**config.mk**
```make
export PLATFORM = sky130hd
export DESIGN_NAME = skolem_sweep_ctrl_flat
export DESIGN_NICKNAME = d
export VERILOG_FILES = /design/src/rtl/skolem_sweep_ctrl_if.sv /design/src/rtl/skolem_sweep_ctrl.sv /design/src/flat_wrapper.sv
export SDC_FILE = /design/constraint.sdc
export NUM_CORES = 1
export LEC_CHECK = 0
export ABC_CLOCK_PERIOD_IN_PS = 3900
export BUFFER_PORTS_ARGS = -buffer_cell sky130_fd_sc_hd__buf_2
export CAP_MARGIN = 20
export CORE_MARGIN = 1.5
export CORE_UTILIZATION = 50
export CTS_CLUSTER_DIAMETER = 80
export DETAILED_ROUTE_END_ITERATION = 12
export PLACE_DENSITY = 0.79
export SYNTH_ARGS = -nofsm -noshare
export SYNTH_HDL_FRONTEND = slang
export SYNTH_SLANG_ARGS = --single-unit
```
**constraint.sdc**
```tcl
create_clock -name clk -period 3.9 [get_ports clk]
set_input_delay 0.195 -clock clk [delete_from_list [all_inputs] [get_ports clk]]
set_output_delay 0.195 -clock clk [all_outputs]
set_load 0.01 [all_outputs]
```
**src/rtl/skolem_sweep_ctrl_if.sv**
```systemverilog
// Link between the sweep controller and the combinational Skolem block it exercises:
// the applied input vector, the block's output and the golden output for that vector.
interface skolem_sweep_ctrl_if #(
  parameter int unsigned N_IN = 8
);
  logic [N_IN-1:0] sk_vec;
  logic            sk_out;
  logic            ref_out;

  modport master (output sk_vec, input sk_out, input ref_out);
  modport slave  (input sk_vec, output sk_out, output ref_out);
endinterface

```
**src/rtl/skolem_sweep_ctrl.sv**
```systemverilog
// Exhaustive sweep of all 2^N_IN input vectors through a Skolem block, counting ones.
// Golden-output comparison is compiled in only when SKOLEM_SWEEP_CHECK_EN is defined.
module skolem_sweep_ctrl #(
  parameter int unsigned N_IN = 8
) (
  input  logic                clk,
  input  logic                rst,
  input  logic                start,
  input  logic                abort,
  skolem_sweep_ctrl_if.master sk,
  output logic                busy,
  output logic                done,
  output logic [N_IN:0]       ones_cnt,
  output logic                mism,
  output logic [N_IN-1:0]     mism_vec,
  output logic [N_IN:0]       mism_cnt
);

  typedef enum logic [1:0] {StIdle, StRun, StDrain, StDone} state_e;

  state_e          state_q;
  logic [N_IN-1:0] vec_q;
  logic [N_IN-1:0] t_q;
  logic            s_sk_q;
  logic            v_q;
  logic [N_IN:0]   ones_q;

  logic abort_now;
  logic acc;
  logic accept;

  assign abort_now = abort && ((state_q == StRun) || (state_q == StDrain));
  // An abort discards the pending sample instead of accumulating it.
  assign acc       = v_q && !abort_now;
  assign accept    = (state_q == StIdle) && start;

  always_ff @(posedge clk) begin
    if (rst) begin
      state_q <= StIdle;
      vec_q   <= '0;
      t_q     <= '0;
      s_sk_q  <= 1'b0;
      v_q     <= 1'b0;
      ones_q  <= '0;
      busy    <= 1'b0;
      done    <= 1'b0;
    end else begin
      done <= 1'b0;
      v_q  <= 1'b0;
      if (acc) begin
        ones_q <= ones_q + (N_IN+1)'(s_sk_q);
      end
      unique case (state_q)
        StIdle: begin
          if (start) begin
            state_q <= StRun;
            busy    <= 1'b1;
            vec_q   <= '0;
            ones_q  <= '0;
          end
        end
        StRun: begin
          if (abort) begin
            state_q <= StIdle;
            busy    <= 1'b0;
            vec_q   <= '0;
          end else begin
            v_q    <= 1'b1;
            s_sk_q <= sk.sk_out;
            t_q    <= vec_q;
            // Hold all-ones after the last vector rather than wrapping.
            if (vec_q == '1) begin
              state_q <= StDrain;
            end else begin
              vec_q <= vec_q + 1'b1;
            end
          end
        end
        StDrain: begin
          busy <= 1'b0;
          if (abort) begin
            state_q <= StIdle;
            vec_q   <= '0;
          end else begin
            state_q <= StDone;
            done    <= 1'b1;
          end
        end
        StDone: begin
          state_q <= StIdle;
          vec_q   <= '0;
        end
        default: state_q <= StIdle;
      endcase
    end
  end

  assign sk.sk_vec = vec_q;
  assign ones_cnt  = ones_q;

`ifdef SKOLEM_SWEEP_CHECK_EN
  logic            s_ref_q;
  logic            mism_q;
  logic [N_IN-1:0] mism_vec_q;
  logic [N_IN:0]   mism_cnt_q;

  always_ff @(posedge clk) begin
    if (rst) begin
      s_ref_q    <= 1'b0;
      mism_q     <= 1'b0;
      mism_vec_q <= '0;
      mism_cnt_q <= '0;
    end else if (accept) begin
      mism_q     <= 1'b0;
      mism_vec_q <= '0;
      mism_cnt_q <= '0;
    end else begin
      if (state_q == StRun) begin
        s_ref_q <= sk.ref_out;
      end
      if (acc && (s_sk_q != s_ref_q)) begin
        mism_cnt_q <= mism_cnt_q + 1'b1;
        if (!mism_q) begin
          mism_q     <= 1'b1;
          mism_vec_q <= t_q;
        end
      end
    end
  end

  assign mism     = mism_q;
  assign mism_vec = mism_vec_q;
  assign mism_cnt = mism_cnt_q;
`else
  logic unused_chk;
  assign unused_chk = sk.ref_out ^ (^t_q) ^ accept;
  assign mism       = 1'b0;
  assign mism_vec   = '0;
  assign mism_cnt   = '0;
`endif

endmodule
```
**src/flat_wrapper.sv**
```systemverilog
// flat-port wrapper written by rule: the top's interface ports become plain ports
module skolem_sweep_ctrl_flat 
#(
  parameter int unsigned N_IN = 8
)
  (clk, rst, start, abort, busy, done, ones_cnt, mism, mism_vec, mism_cnt, sk_sk_vec, sk_sk_out, sk_ref_out);
  skolem_sweep_ctrl_if #(.N_IN(N_IN)) sk_i ();
  input  logic clk;
  input  logic rst;
  input  logic start;
  input  logic abort;
  output logic busy;
  output logic done;
  output logic [N_IN:0] ones_cnt;
  output logic mism;
  output logic [N_IN-1:0] mism_vec;
  output logic [N_IN:0] mism_cnt;
  output wire logic [$bits(sk_i.sk_vec)-1:0] sk_sk_vec;
  input wire logic [$bits(sk_i.sk_out)-1:0] sk_sk_out;
  input wire logic [$bits(sk_i.ref_out)-1:0] sk_ref_out;
  assign sk_sk_vec = sk_i.sk_vec;
  assign sk_i.sk_out = sk_sk_out;
  assign sk_i.ref_out = sk_ref_out;
  skolem_sweep_ctrl #(.N_IN(N_IN)) u_core (.clk(clk), .rst(rst), .start(start), .abort(abort), .sk(sk_i), .busy(busy), .done(done), .ones_cnt(ones_cnt), .mism(mism), .mism_vec(mism_vec), .mism_cnt(mism_cnt));
endmodule
```
==> metrics, run 1 <==
worst r2r src=u_core.state_q[0]; Die Wd=53.5 um; vias in the first global route=971; final setup violation count=0; TritonCTS clock tree=yes; CTS root buf=clkbuf_4; Seq cells post-synth=23; power density cells=approximately 300 mW/mm^2; Yosys warnings=0; die area=0.00286 sq mm; post-synth top area share=about 36%; initial antenna violation count=0; Total GRT Usage=approximately a fifth; Routed WL=between 2000 and 3000 um; Syn Area/Cell=~8.6 sq um; Initial Utilization=a little over 50%; cells after synthesis=roughly 150; asr flop ratio synth=0%; VDD IR max=0.241 mV; clk_lat worst skew=about 0.31 ns; wire length per cell=about 13 um; clk sinks=23; Slew headroom=between 50% and 60%; element type at the critical path start=flip-flop; FP Rows=18; Leak=approximately 0.6 nW; final non-filler cell area=~0.0014 sq mm; Die Y=between 50 and 60 um; Primary FF master, synth=dfxtp_1; crit path DAT=about 2.2 ns; core area=roughly 0.0025 sq mm; DP Area=around 0.0013 sq mm; via count=~1,100; Crit. End Element=flip-flop; Max Freq=about 500 MHz; Port Buffer Count=23; CP Class=reg2reg; synth cell count leaders=dfxtp_1, buf_4, nor2_1, a21oi_1, nand2_1; Final Cycle Share=between 50% and 60%; routability cong.=about 0.84; H-tree depth=1; clk buf depth=2; cts bufs inserted=3; Worst Hold Class=in2reg; post-synth top area cell=dfxtp_1; I/O pins=43; dominant cells by area after synthesis=dfxtp_1, buf_4, ha_1; DRC violations left=0; crit-path max FO=8; first-pass GRT wire length=about 4000 um; Reg clk slew, reported paths=between 0.1 and 0.15 ns; EDFF count, synth=0; layout cells sized above 1=17.0%; Worst setup startpoint=u_core.state_q[0]; status=complete, no violations; largest net degree at the start of global routing=15; Clock Skews=about 0.0056 ns; Critical Path RT=roughly 4.2 ns; Congestion Overflow GR=0; HP Start=sk_sk_out; Vias/cell=roughly 5.5; sequential share of the synthesized area=36.1%; fin. max-slew vios=0; post-CTS setup buffer count=0; nets=approximately 190; antenna-violating nets left=0; Tmin final=roughly 2 ns; HPWL after DPL=between 1500 and 2000 um; Resize count post-CTS=0; endpoints failing hold=0; max-cap violation count=0; Worst Tran Pin Value=just over 0.6 ns; Detailed Route Iter0 Violations=23; RSZ-0062 raised after global routing=no; ant diodes=0; count of unique library cells instantiated by Yosys=38; Setup TNS Final=0 ns; top-count cell post-synth=dfxtp_1; Post-Syn Area=around 0.0013 sq mm; Syn-to-layout area delta=7.55%; Hold Buf Count CTS=0; First-pass DRT Iterations=4
==> registers in the layout (all words and copies together) (netlist names) <==
register	count
u_core.state_q	2
u_core.s_sk_q	1
u_core.done	1
u_core.busy	1
u_core.v_q	1
u_core.sk.sk_vec	8
u_core.ones_cnt	9
==> per-layer routing <==
| layer | GRT usage (%) | up-vias | share of wire, % | wire [um] |
|---|---|---|---|---|
| met3 | 5.37 | 2 | 5.6 | 146 |
| met4 | 5.98 | 0 | 0.23 | 6 |
| met2 | 35.8 | 43 | 53 | 1370 |
| met1 | 19.9 | 521 | 41 | 1070 |
| li1 | - | 533 | - | - |
| met5 | 0 | - | 0 | 0 |
==> cell families after synthesis <==
family	Yosys count	synth area share [%]
other	1	0.294
XOR/XNOR	6	4.12
flip-flops	23	36.1
AO/OA/AOI/OAI	28	13.9
adder cells (fa/ha/maj)	7	6.86
AND/OR/NAND/NOR	56	24.0
buffers and inverters	24	12.4
multiplexers	3	2.35
==> path summary, 6_finish.rpt <==
check | to | slack [ns] | cells past startpoint
worst max-delay path | u_core.ones_cnt[8] | 1.92 | 6
worst max register to register | u_core.ones_cnt[8] | 1.92 | 6
worst min register to register | u_core.s_sk_q | 0.47 | 2
worst min-delay path | u_core.s_sk_q | 0.11 | 3
==> critical path: stages (launching register included) <==
cell and delay (ns):
dfxtp_1 0.41, inv_1 0.09, ha_1 0.33, a21boi_2 0.35, nand3_1 0.22, or3_1 0.38
a21oi_1 0.15
==> power by group <==
group | internal, mW | switching, mW | total, mW
Clock | 0.0400 | 0.0718 | 0.112
Sequential | 0.240 | 0.00371 | 0.243
Combinational | 0.0178 | 0.0380 | 0.0558
Total | 0.297 | 0.114 | 0.411
==> area by class of cell <==
type	count	area (sq um)
fillers	242	1080
multi-input cells	118	722
flip-flops and latches	23	460
repair buffers	23	115
well taps	30	37.5
clock buffers	4	26.3
inverters	3	11.3
==> metrics by stage <==
stage	instances	hold slack, ns	utilization [%]	power (mW)	setup slack (ns)
4_1_cts	201	0.110	55.9	0.413	1.93
3_3_place_gp	197	0.444	54.8	0.302	2.01
2_1_floorplan	165	0.267	-	0.303	2.17
6_report	201	0.109	55.9	0.411	1.92
3_5_place_dp	197	0.453	54.8	0.303	1.97
5_1_grt	201	0.130	55.9	0.431	1.78
==> cells in the final DEF (no fill, tap or decap), types with 2 or more instances in the layout <==
master | netlist | final
nor2_1 | 15 | 15
o21ai_0 | 6 | 6
clkbuf_4 | 0 | 3
conb_1 | 1 | 18
a211oi_1 | 4 | 4
nand3_1 | 5 | 5
a21oi_1 | 10 | 10
nor3_1 | 3 | 3
ha_1 | 7 | 7
dfxtp_1 | 23 | 23
nor2b_1 | 3 | 3
nand2_1 | 8 | 8
buf_2 | 0 | 23
and3_1 | 3 | 3
xor2_1 | 6 | 6
and2_1 | 2 | 2
inv_1 | 3 | 3
mux2i_1 | 3 | 3
or4_1 | 2 | 2
nand4_1 | 5 | 5
(Power assumes the default switching activity.)
==> run 2: changes to the inputs <==
Settings changed: ABC_CLOCK_PERIOD_IN_PS 3900 to 1800, CORE_UTILIZATION 50 to 44, PLACE_DENSITY 0.79 to 0.74.
Clock period 3.9 ns to 1.8 ns, I/O delays scaled along.
==> metrics, run 2 (synthesis results as in run 1) <==
max-cap violation count=0 (unchanged); Leak=0.695 nW (+14%); Total GRT Usage=18.5% (-0.42 points); flop2flop setup slack=0.08 ns (-1.84 ns); Port Buffer Count=23 (unchanged); antenna-violating nets left=0 (unchanged); worst r2r src=u_core.state_q[1]; initial antenna violation count=0 (unchanged); TritonCTS clock tree=yes; commonest non-fill, non-tap cell in the layout=buf_2; Die Wd=56.9 um (+6.2%); die area=0.00323 sq mm (+13%); Syn-to-layout area delta=18.1%; Reg clk slew, reported paths=0.13 ns (about the same); CP endpoint=u_core.sk.sk_vec[5]; ant diodes=0 (unchanged); minimum hold slack=0.117 ns (+0.00810 ns); Reg-to-Reg End=u_core.sk.sk_vec[5]; First-pass DRT Iterations=4 (unchanged); Detailed Route Iter0 Violations=75 (+230%); clk_lat worst skew=0.32 ns (about the same); Congestion Overflow GR=0 (unchanged); number of fill cells=280 (+16%); first-pass GRT wire length=4750 um (+19%); fin util=54.7% (-1.2 points); Vias/cell=5.33 (-2.5%); Crit. End Element=flip-flop; RSZ-0062 raised after global routing=no; FP Rows=19 (+1); Worst setup startpoint=u_core.state_q[1]; vias in the first global route=1,121 (+15%); crit path DAT=1.97 ns (-0.26 ns); Max Freq=583 MHz (+15%); clk sinks=23 (unchanged); Critical Path RT=2.05 ns (-2.10 ns); largest net degree at the start of global routing=15 (unchanged); endpoints failing hold=0 (unchanged); commonest non-fill, non-tap cells in the layout=buf_2, dfxtp_1, conb_1, nor2_1, buf_4; status=complete, no violations; VDD IR max=0.666 mV (+180%); HPWL after DPL=2090 um (+11%); Tmin final=1.72 ns (-0.264 ns); crit-path max FO=6 (-2); H-tree depth=1 (unchanged); total power=0.923 mW (+120%); Routed WL=2810 um (+8.2%); Clock Skews=0.00421 ns (-0.00139 ns); clk buf depth=2 (unchanged); reg2reg path depth=6 (unchanged); CP Class=reg2reg; I/O pins=43 (unchanged); power density cells=612 mW/mm^2 (+100%); routability cong.=0.892 (+6.6%); layout cells sized above 1=26.9% (+9.9 points); cts bufs inserted=3 (unchanged); element type at the critical path start=flip-flop; Worst Hold Class=in2reg; CTS root buf=clkbuf_4; Largest register FFs=9 (unchanged); core area=0.00276 sq mm (+12%); Final Cycle Share=95.3% (+45 points); final setup violation count=0 (unchanged); Initial Utilization=46.3% (-5.7 points); nets=200 (+8.1%); Die Y=56.9 um (+6.2%); via count=1,157 (+5.3%); fin. max-slew vios=0 (unchanged); DRC violations left=0 (unchanged); wire length per cell=12.9 um (+0.23%)
## run 2: cell types whose count changed in the layout (fill, tap and decap cells not counted), sizes merged
cell,change
clkinv,+1
buf,+14
dlygate4sd3,+1
clkbuf,-1
## run 2: cell type report
| class | count | area (sq um) | area share [%] |
|---|---|---|---|
| Tap cell | 31 | 38.8 | 2.57 |
| Inverter | 3 | 11.3 | 0.747 |
| Clock inverter | 1 | 5.00 | 0.332 |
| Clock buffer | 3 | 22.5 | 1.49 |
| Timing Repair Buffer | 38 | 230 | 15.3 |
| Multi-Input combinational cell | 118 | 737 | 48.9 |
| Sequential cell | 23 | 463 | 30.7 |
## run 2: repair_timing
action                                 CTS  global route
setup buffers                            3             0
setup endpoints to repair                2             3
pin swaps                                0             1
hold buffers                             1             0
gates cloned                             0             0
endpoints found under the hold margin    1             0
resized for setup                        2             4
## run 2: metal layers
layer / vias to the layer above / global-route usage, % / routed length, um / part of all wire (%)
met2: 32 / 34.1 / 1520 / 54
met4: 0 / 6.98 / 0 / 0
met5: - / 0 / 0 / 0
met1: 560 / 19.8 / 1150 / 41
met3: 0 / 5.30 / 140 / 5.0
li1: 565 / - / - / -
## run 2: where the power goes
group	switching, mW	internal [mW]
combinational	0.0940	0.0570
sequential	0.00502	0.520
clock	0.164	0.0833
total	0.263	0.660
## run 2: stage by stage
stage | setup slack, ns | cell area [sq um] | cells | TNS, ns
after floorplan | 0.0679 | 1340 | 165 | 0
after global placement | 0.0665 | 1430 | 209 | 0
after detailed placement | -0.0564 | 1430 | 209 | -0.0564
after CTS | 0.0362 | 1490 | 217 | 0
after global routing | 0.0260 | 1510 | 217 | 0
final | 0.0837 | 1510 | 217 | 0
## run 2: worst min-delay path by stage
stage          startpoint       endpoint  depth (start not counted)
2_1_floorplan         rst    u_core.done                          1
3_3_place_gp    sk_sk_out  u_core.s_sk_q                          3
3_5_place_dp    sk_sk_out  u_core.s_sk_q                          3
4_1_cts               rst    u_core.done                          2
5_1_grt               rst  u_core.s_sk_q                          2
6_report              rst    u_core.done                          2
## run 2: critical path, cell delays in order, from the launching register on
cell	delay (ns)
dfxtp_2	0.34
buf_4	0.13
ha_1	0.16
nor2b_1	0.14
or2_4	0.25
or4_4	0.48
a31oi_1	0.15
